[config.mk]
export PLATFORM = sky130hd
export DESIGN_NAME = hack_spi_mem_target
export DESIGN_NICKNAME = d
export VERILOG_FILES = /design/src/rtl/hack_spi_pkg.sv /design/src/rtl/spi_sync_edge.sv /design/src/rtl/hack_spi_mem_target.sv
export SDC_FILE = /design/constraint.sdc
export NUM_CORES = 1
export LEC_CHECK = 0
export CAP_MARGIN = 40
export CORE_ASPECT_RATIO = 2
export CORE_MARGIN = 4
export CORE_UTILIZATION = 50
export CTS_CLUSTER_SIZE = 30
export DETAILED_ROUTE_END_ITERATION = 10
export PLACE_DENSITY = 0.76
export SYNTH_ARGS = -nofsm -noshare
export SYNTH_HDL_FRONTEND = slang
export SYNTH_SLANG_ARGS = --single-unit
[constraint.sdc]
create_clock -name clk -period 1.9 [get_ports clk]
set_clock_uncertainty 0.1 [all_clocks]
set_input_delay 0.38 -clock clk [delete_from_list [all_inputs] [get_ports clk]]
set_output_delay 0.38 -clock clk [all_outputs]
set_load 0.1 [all_outputs]
[src/rtl/hack_spi_pkg.sv]
// Shared definitions for the SPI memory target and the CPU-side master:
// opcodes, FSM states, address/data widths.
package hack_spi_pkg;

    localparam int ADDR_W = 15;
    localparam int DATA_W = 16;

    localparam logic [7:0] CMD_READ  = 8'h03;
    localparam logic [7:0] CMD_WRITE = 8'h02;

    typedef enum logic [2:0] {
        IDLE,
        CMD,
        ADDR,
        READ,
        WRITE,
        IGNORE
    } state_t;

    // Word address increment; wraps naturally at the top of the space.
    function automatic logic [ADDR_W-1:0] addr_inc(input logic [ADDR_W-1:0] a);
        return a + ADDR_W'(1);
    endfunction

endpackage

[src/rtl/spi_sync_edge.sv]
// Multi-flop synchronizer with rise/fall detection on the synchronized value.
// Reset loads the pin's idle level so no spurious edge follows reset.
module spi_sync_edge #(
    parameter int   STAGES  = 2,
    parameter logic RST_VAL = 1'b0
) (
    input  logic clk,
    input  logic resetb,
    input  logic i_d,
    output logic o_q,
    output logic o_rise,
    output logic o_fall
);

    logic [STAGES-1:0] r_sync;
    logic              r_prev;

    always_ff @(posedge clk) begin
        if (!resetb) begin
            r_sync <= {STAGES{RST_VAL}};
            r_prev <= RST_VAL;
        end else begin
            r_sync <= (r_sync << 1) | STAGES'(i_d);
            r_prev <= o_q;
        end
    end

    assign o_q    = r_sync[STAGES-1];
    assign o_rise = o_q & ~r_prev;
    assign o_fall = ~o_q & r_prev;

endmodule

[src/rtl/hack_spi_mem_target.sv]
// SPI mode-0 memory target: command/address decode and gapless word
// streaming to a synchronous backing store with one-cycle read latency.
module hack_spi_mem_target
    import hack_spi_pkg::*;
#(
    parameter int SYNC_STAGES = 2
) (
    input  logic              clk,
    input  logic              resetb,
    input  logic              sclk_i,
    input  logic              csb_i,
    input  logic              mosi_i,
    output logic              miso_o,
    output logic [ADDR_W-1:0] mem_addr_o,
    output logic [DATA_W-1:0] mem_wdata_o,
    output logic              mem_we_o,
    output logic              mem_re_o,
    input  logic [DATA_W-1:0] mem_rdata_i
);

    localparam logic [4:0] FLUSH_DONE = 5'(SYNC_STAGES + 1);

    logic w_sclk_s, w_sclk_rise, w_sclk_fall;
    logic w_csb_s, w_csb_rise, w_csb_fall;
    logic w_mosi_s, w_mosi_rise, w_mosi_fall;
    logic w_armed;
    logic w_unused;
    logic [DATA_W-1:0] w_rx_next;

    state_t            r_state;
    logic [4:0]        r_flush;
    logic [3:0]        r_bit_cnt;
    logic [DATA_W-2:0] r_rx;
    logic [DATA_W-1:0] r_tx;
    logic [ADDR_W-1:0] r_addr;
    logic [DATA_W-1:0] r_wdata;
    logic              r_is_read;
    logic              r_we;
    logic              r_re;
    logic              r_load;
    logic              r_miso;

    spi_sync_edge #(.STAGES(SYNC_STAGES), .RST_VAL(1'b0)) u_sclk (
        .clk(clk), .resetb(resetb), .i_d(sclk_i),
        .o_q(w_sclk_s), .o_rise(w_sclk_rise), .o_fall(w_sclk_fall)
    );

    spi_sync_edge #(.STAGES(SYNC_STAGES), .RST_VAL(1'b1)) u_csb (
        .clk(clk), .resetb(resetb), .i_d(csb_i),
        .o_q(w_csb_s), .o_rise(w_csb_rise), .o_fall(w_csb_fall)
    );

    spi_sync_edge #(.STAGES(SYNC_STAGES), .RST_VAL(1'b0)) u_mosi (
        .clk(clk), .resetb(resetb), .i_d(mosi_i),
        .o_q(w_mosi_s), .o_rise(w_mosi_rise), .o_fall(w_mosi_fall)
    );

    assign w_unused  = &{1'b0, w_sclk_s, w_mosi_rise, w_mosi_fall};
    assign w_rx_next = {r_rx, w_mosi_s};
    // Until the chains have flushed real pin levels, a low csb means the
    // master was already mid-transaction at reset release.
    assign w_armed   = (r_flush == FLUSH_DONE);

    always_ff @(posedge clk) begin
        if (!resetb) begin
            r_state   <= IDLE;
            r_flush   <= '0;
            r_bit_cnt <= '0;
            r_rx      <= '0;
            r_tx      <= '0;
            r_addr    <= '0;
            r_wdata   <= '0;
            r_is_read <= 1'b0;
            r_we      <= 1'b0;
            r_re      <= 1'b0;
            r_load    <= 1'b0;
            r_miso    <= 1'b0;
        end else begin
            r_we   <= 1'b0;
            r_re   <= 1'b0;
            r_load <= r_re;
            if (!w_armed) r_flush <= r_flush + 5'd1;
            if (r_we) r_addr <= addr_inc(r_addr);
            if (r_load && r_state == READ) r_tx <= mem_rdata_i;
            if (w_csb_rise) begin
                r_state   <= IDLE;
                r_bit_cnt <= '0;
                r_rx      <= '0;
                r_tx      <= '0;
                r_load    <= 1'b0;
                r_miso    <= 1'b0;
            end else begin
                unique case (r_state)
                    IDLE: begin
                        r_bit_cnt <= '0;
                        if (w_csb_fall && w_armed) r_state <= CMD;
                        else if (!w_csb_s)         r_state <= IGNORE;
                    end
                    CMD: if (w_sclk_rise) begin
                        r_rx      <= w_rx_next[DATA_W-2:0];
                        r_bit_cnt <= r_bit_cnt + 4'd1;
                        if (r_bit_cnt == 4'd7) begin
                            r_bit_cnt <= '0;
                            r_is_read <= (w_rx_next[7:0] == CMD_READ);
                            if (w_rx_next[7:0] == CMD_READ ||
                                w_rx_next[7:0] == CMD_WRITE)
                                r_state <= ADDR;
                            else
                                r_state <= IGNORE;
                        end
                    end
                    ADDR: if (w_sclk_rise) begin
                        r_rx      <= w_rx_next[DATA_W-2:0];
                        r_bit_cnt <= r_bit_cnt + 4'd1;
                        if (r_bit_cnt == 4'd15) begin
                            r_bit_cnt <= '0;
                            r_addr    <= w_rx_next[ADDR_W-1:0];
                            r_re      <= r_is_read;
                            r_state   <= r_is_read ? READ : WRITE;
                        end
                    end
                    READ: if (w_sclk_fall) begin
                        r_miso    <= r_tx[DATA_W-1];
                        r_tx      <= {r_tx[DATA_W-2:0], 1'b0};
                        r_bit_cnt <= r_bit_cnt + 4'd1;
                        if (r_bit_cnt == 4'd15) begin
                            r_bit_cnt <= '0;
                            r_addr    <= addr_inc(r_addr);
                            r_re      <= 1'b1;
                        end
                    end
                    WRITE: if (w_sclk_rise) begin
                        r_rx      <= w_rx_next[DATA_W-2:0];
                        r_bit_cnt <= r_bit_cnt + 4'd1;
                        if (r_bit_cnt == 4'd15) begin
                            r_bit_cnt <= '0;
                            r_wdata   <= w_rx_next;
                            r_we      <= 1'b1;
                        end
                    end
                    IGNORE: r_bit_cnt <= '0;
                    default: r_state <= IDLE;
                endcase
            end
        end
    end

    assign miso_o      = r_miso;
    assign mem_addr_o  = r_addr;
    assign mem_wdata_o = r_wdata;
    assign mem_we_o    = r_we;
    assign mem_re_o    = r_re;

endmodule

After elaboration in Yosys (flattened, before gate mapping):

Index checks and enable logic that the tools add are counted.
W data, S select, Z words.

* register bits: 87
* output and inout bits: 34

* add/subtract/negate cells: 3
* equality and inequality tests: 17
* muxes and demuxes: 30
* bitwise gates (word level): 16
* reductions and logical operators: 17

Operator list (count)
* $mux W15: 6
* $mux W16: 3
* $pmux W15 S2: 1
* $mux W3: 8
* $mux W4: 5
* $eq A8 B2 Y1 const B: 2
* $pmux W4 S4: 1
* $add A15 B1 Y15 const B: 1
* $pmux W3 S4: 1
* $reduce_and A4 Y1: 3
* $not A1 Y1: 9
* $ne A2 B1 Y1 const B: 4
* $eq A3 B2 Y1 const B: 2
* $eq A3 B3 Y1 const B: 2
* $or A2 B1 Y2: 3
* $reduce_and A6 Y1: 1
* $reduce_or A2 Y1: 3
* $reduce_or A3 Y1: 2
* $add A5 B1 Y5 const B: 1
* $eq A5 B2 Y1 const B: 1
* $add A4 B1 Y4 const B: 1
* $and A1 B1 Y1: 4
* $eq A4 B3 Y1 const B: 1
* $eq A4 B4 Y1 const B: 1
* other kinds (11): 17

Longest topological paths before layout:

* depth in word-level cells: 6
* depth in mapped cells: 8
* mapped depth without buffers: 6

Modules after synthesis:

Synthesis repeated with hierarchy kept, for this count alone.

* cell total of the unflattened synthesis: 474
* area, all modules: 4169.0 um2

By module, submodules not included
* hack_spi_mem_target: times used 1, cells an instance 450, area an instance 3895.0 um2
* spi_sync_edge: times used 3, cells an instance 8, area an instance 91.3 um2

Worst setup path after synthesis:

OpenSTA, ideal clock, no wires.

* path kind: register to register
* start: register r_addr[1], in the netlist mem_addr_o[1]
* end: register r_addr[14], in the netlist mem_addr_o[14]
* setup time: 0.133 ns
* arrival: 2.328 ns
* path slack: -0.662 ns
* stages on the path, launching flop included: 8
* buffers on the path: 1
* path through: dfxtp_1 -> ha_1 -> and4_1 -> buf_2 -> nand2_1 -> a311o_1 -> a22oi_1 -> o221ai_1

* longest elaborated chain between the ends: 6
* elaborated cells on any way between the ends: 8

RTL lines
* start: declaration: RTL line hack_spi_mem_target.sv:35 `logic [ADDR_W-1:0] r_addr;`
* start signal: assignment: RTL line hack_spi_mem_target.sv:83 `if (r_we) r_addr <= addr_inc(r_addr);`
* start signal: assignment: RTL line hack_spi_mem_target.sv:117 `r_addr <= w_rx_next[ADDR_W-1:0];`
* start signal: assignment: RTL line hack_spi_mem_target.sv:128 `r_addr <= addr_inc(r_addr);`
* $add A15 B1 Y15 (*): RTL line hack_spi_pkg.sv:22 `return a + ADDR_W'(1);`
* $mux W15: RTL line hack_spi_mem_target.sv:83
* $mux W15, on equally long branches: RTL line hack_spi_mem_target.sv:126, hack_spi_mem_target.sv:115
* $mux W15, on equally long branches: RTL line hack_spi_mem_target.sv:122, hack_spi_mem_target.sv:112
* $pmux W15 S2: RTL line hack_spi_mem_target.sv:93 `unique case (r_state)`
* $mux W15 (*): RTL line hack_spi_mem_target.sv:85 `if (w_csb_rise) begin`

Every way passes the cells marked *; elsewhere a longest branch is shown, timed or not.
A chain may end at the register's enable or synchronous reset.

Worst setup path after layout:

* start: register u_csb.r_prev
* end: register r_addr[14], in the netlist mem_addr_o[14]

* longest elaborated chain between the ends: 3

RTL lines
* start: declaration: RTL line spi_sync_edge.sv:16 `logic r_prev;`
* start signal: assignment: RTL line spi_sync_edge.sv:24 `r_prev <= o_q;`
* $not A1 Y1: RTL line spi_sync_edge.sv:29 `assign o_rise = o_q & ~r_prev;`
* $and A1 B1 Y1: RTL line spi_sync_edge.sv:29
* $mux W15: RTL line hack_spi_mem_target.sv:85

Every way passes these cells.

==> summary.md <==
| Metric | Value |
|---|---|
| Post-synth top cells | `dfxtp_1, nor2_1, mux2i_1` |
| Syn Inst Count | `between 400 and 500` |
| Final core area utilization | `71.68%` |
| CTS tree | `yes` |
| Data required, critical path | `2.02 ns` |
| Port bufs | `54` |
| DP HPWL | `about 8.4 mm` |
| Hold buffer count at cts | `0` |
| Cell depth of the worst flop-to-flop path | `5` |
| Boundary Pins | `55` |
| Crit path time final | `1.823 ns` |
| Status | `finished, final reports clean` |
| DRC errors left | `0` |
| Post-synth EDFFs | `0` |
| DR pass1 iterations | `4` |
| Sequential area share after synthesis | `41.71%` |
| Longest Clk Path Bufs | `2` |
| Synth Area in XOR/XNOR | `just over 6%` |
| Nets | `between 500 and 600` |
| Synth cell types | `61` |
| Die span in y | `about 140 um` |
| Wirelength, routed | `around 11 mm` |
| Clock latency on the worst-skew pair | `0.35 ns` |
| Setup TNS | `0 ns` |
| Max-slew violations | `0` |
| Final Hold Viols | `0` |
| Leak | `around 2.5 nW` |
| Starting density of the core | `between 50 and 60%` |
| Sw frac | `23.19%` |
| Hold Crit Depth | `1` |
| Largest net degree at the start of global routing | `37` |
| Comb power frac | `between 5 and 6%` |
| Synth area leader | `dfxtp_1` |
| Compound-cell area share of the yosys netlist | `between 10% and 20%` |
| Initial DRC count | `roughly 320` |
| Ant. Diodes | `0` |
| Via count of the first global-routing pass | `just under 4000` |
| Remaining global-route overflow | `0` |
| Die width | `approximately 73 um` |
| Initial antenna violation count | `0` |
| Syn Nets | `just under 500` |
| Async SR Flop Fraction | `0%` |
| Setup slack, reg-to-reg | `between 0.07 and 0.08 ns` |
| Clock transition at path regs | `around 0.060 ns` |
| YS warnings | `0` |
| Critical R2R Capture | `mem_addr_o[14]` |
| Power per cell area | `between 600 and 700 nW/um^2` |
| Final Setup Violations | `0` |
| Total Routing Usage GR | `23.71%` |
| Synth top area cells | `dfxtp_1, mux2i_1, nor2_1` |
| Most numerous cell in the Yosys netlist | `dfxtp_1` |
| Final period utilization | `95.94%` |
| Psw | `0.8970 mW` |
| Ys flop type | `dfxtp_1` |
| CTS H-tree depth | `3` |
| Crit path capture type | `flop` |
| Clock power frac | `46.3%` |
| Sequential share of power | `48.0%` |
| Avg WL per Cell | `~17 um` |
| Final cell count without fillers | `637` |
| RSZ-0062 raised after global routing | `false` |
| Global-route wire length before repair | `between 15 and 20 mm` |
| R2R Path Start | `u_csb.r_prev` |
| Slew @ Worst Pin | `slightly above 0.4 ns` |
| Filler Cell Count | `610` |
| Row Count | `46` |
| CP startpoint kind | `flop` |
| Internal | `slightly below 3 mW` |
| Syn avg cell area | `around 9.1 um^2` |
| Layout area overhead | `38.33%` |
| Post-Syn Area | `about 4200 um^2` |
| Resized cells post-CTS | `0` |
| Layout cells sized above 1 | `approximately a quarter` |
| Adder-Cell Fraction of Synth Area | `~1.2%` |
| Largest family of logic cells by synthesized area | `simple AND/OR/NAND/NOR gates` |
| Via count | `~3700` |
| Final antenna-violating net count | `0` |
| Slew HR | `between 70 and 80%` |
| Core outline area | `approximately 8100 um^2` |
| Number of max-cap violations | `0` |
| Worst hold path class | `reg2reg` |
| Placed Instances | `approximately 620` |
| Vias per Instance | `5.829` |
| Worst hold endpoint | `u_csb.r_sync[1]` |
| Post-CTS Repair Setup Buffers | `0` |
| Inserted Clock Buffers | `9` |
| Pwr Total | `3.868 mW` |
| Die area | `9965 um^2` |
| Hold_sp | `u_csb.r_sync[0]` |
| RD Place Congestion | `between 0.9 and 1` |
| WP data arrival | `~1.9 ns` |
| Final hold slack | `0.3072 ns` |
| Yosys top cell area share | `a little over two fifths` |
| Synth Area in Simple Gates | `around 21%` |
| Fmax | `548.6 MHz` |
| Critical path class | `reg2reg` |
| Peak supply drop | `approximately 0.53 mV` |
| Post-synthesis mux area share | `11.99%` |
| Clock sinks | `between 80 and 90` |
| Clock root cell | `clkbuf_16` |
| Max FO, Critical Path | `7` |
| Flop and latch count out of synthesis | `87` |
[power groups by stage]
stage               logic (mW)  clock network, mW  registers [mW]
detailed placement       0.220                  0            1.90
CTS                      0.221               1.83            1.86
global route             0.243               1.90            1.86
global placement         0.211                  0            1.90
finish                   0.220               1.79            1.86
floorplan                0.123                  0            1.89
[stage by stage]
stage	worst slack, ns	area [um^2]
2_1_floorplan	-0.02145	4253
3_3_place_gp	0.06719	5426
3_5_place_dp	0.01748	5426
4_1_cts	0.008010	5737
5_1_grt	0.0002798	5776
6_report	0.07723	5776
[state kept, by name, summed over array words and instances (netlist names), 2 cells and up]
register       count
mem_wdata_o       16
r_state            3
u_mosi.r_sync      2
r_bit_cnt          4
mem_addr_o        15
r_tx              16
r_flush            5
r_rx              15
u_sclk.r_sync      2
u_csb.r_sync       2
[area by class of cell]
class,instances,area (um^2),area share (%)
Tap cell,96,120.1,2.080
Clock inverter,5,46.29,0.8016
Timing Repair Buffer,97,1249,21.62
Clock buffer,11,264.0,4.571
Inverter,4,15.01,0.2600
Multi-Input combinational cell,337,2287,39.60
Sequential cell,87,1794,31.07
[cells by family after synthesis]
kind of cell | Yosys count
DFF | 87
and+or+nand+nor | 176
adders and majority gates | 4
buffers and inverters | 34
muxes | 50
xor gates and xnor gates | 29
AOI/OAI and AO/OA | 78
[critical path, cell delays in order (launching register included)]
cell	delay, ns
dfxtp_1	0.39
nand2b_1	0.31
nand2_1	0.18
a311o_1	0.39
a22oi_1	0.21
o221ai_1	0.13
[cell usage in the layout, fill, tap and decap left out, drive strengths merged, types with 14 or more instances in the layout]
cell type      count
nand3             15
a211oi            16
dfxtp             87
nand2             27
nor2              73
a21oi             14
buf               77
mux2i             50
xnor2             14
clkdlybuf4s50     20
xor2              15
[metal layers]
metal  vias up  GRT usage (%)  wire length (um)
li1       1806              -                 -
met1      1738          22.03              3649
met2       124          43.96              6187
met3        45          4.967               447
met4         0          16.84               736
met5         -              0                 0
[worst max-delay path by stage]
stage / startpoint / to / slack, ns / depth (start not counted)
5_1_grt: r_bit_cnt[1] / r_state[1] / 0.0003 / 6
4_1_cts: r_bit_cnt[1] / mem_addr_o[10] / 0.008 / 7
2_1_floorplan: mem_addr_o[7] / mem_addr_o[14] / -0.02 / 6
3_3_place_gp: resetb / mem_addr_o[8] / 0.07 / 5
3_5_place_dp: resetb / mem_addr_o[8] / 0.02 / 5
6_report: u_csb.r_prev / mem_addr_o[14] / 0.08 / 5
No activity file was read; power rests on OpenSTA's default activity.
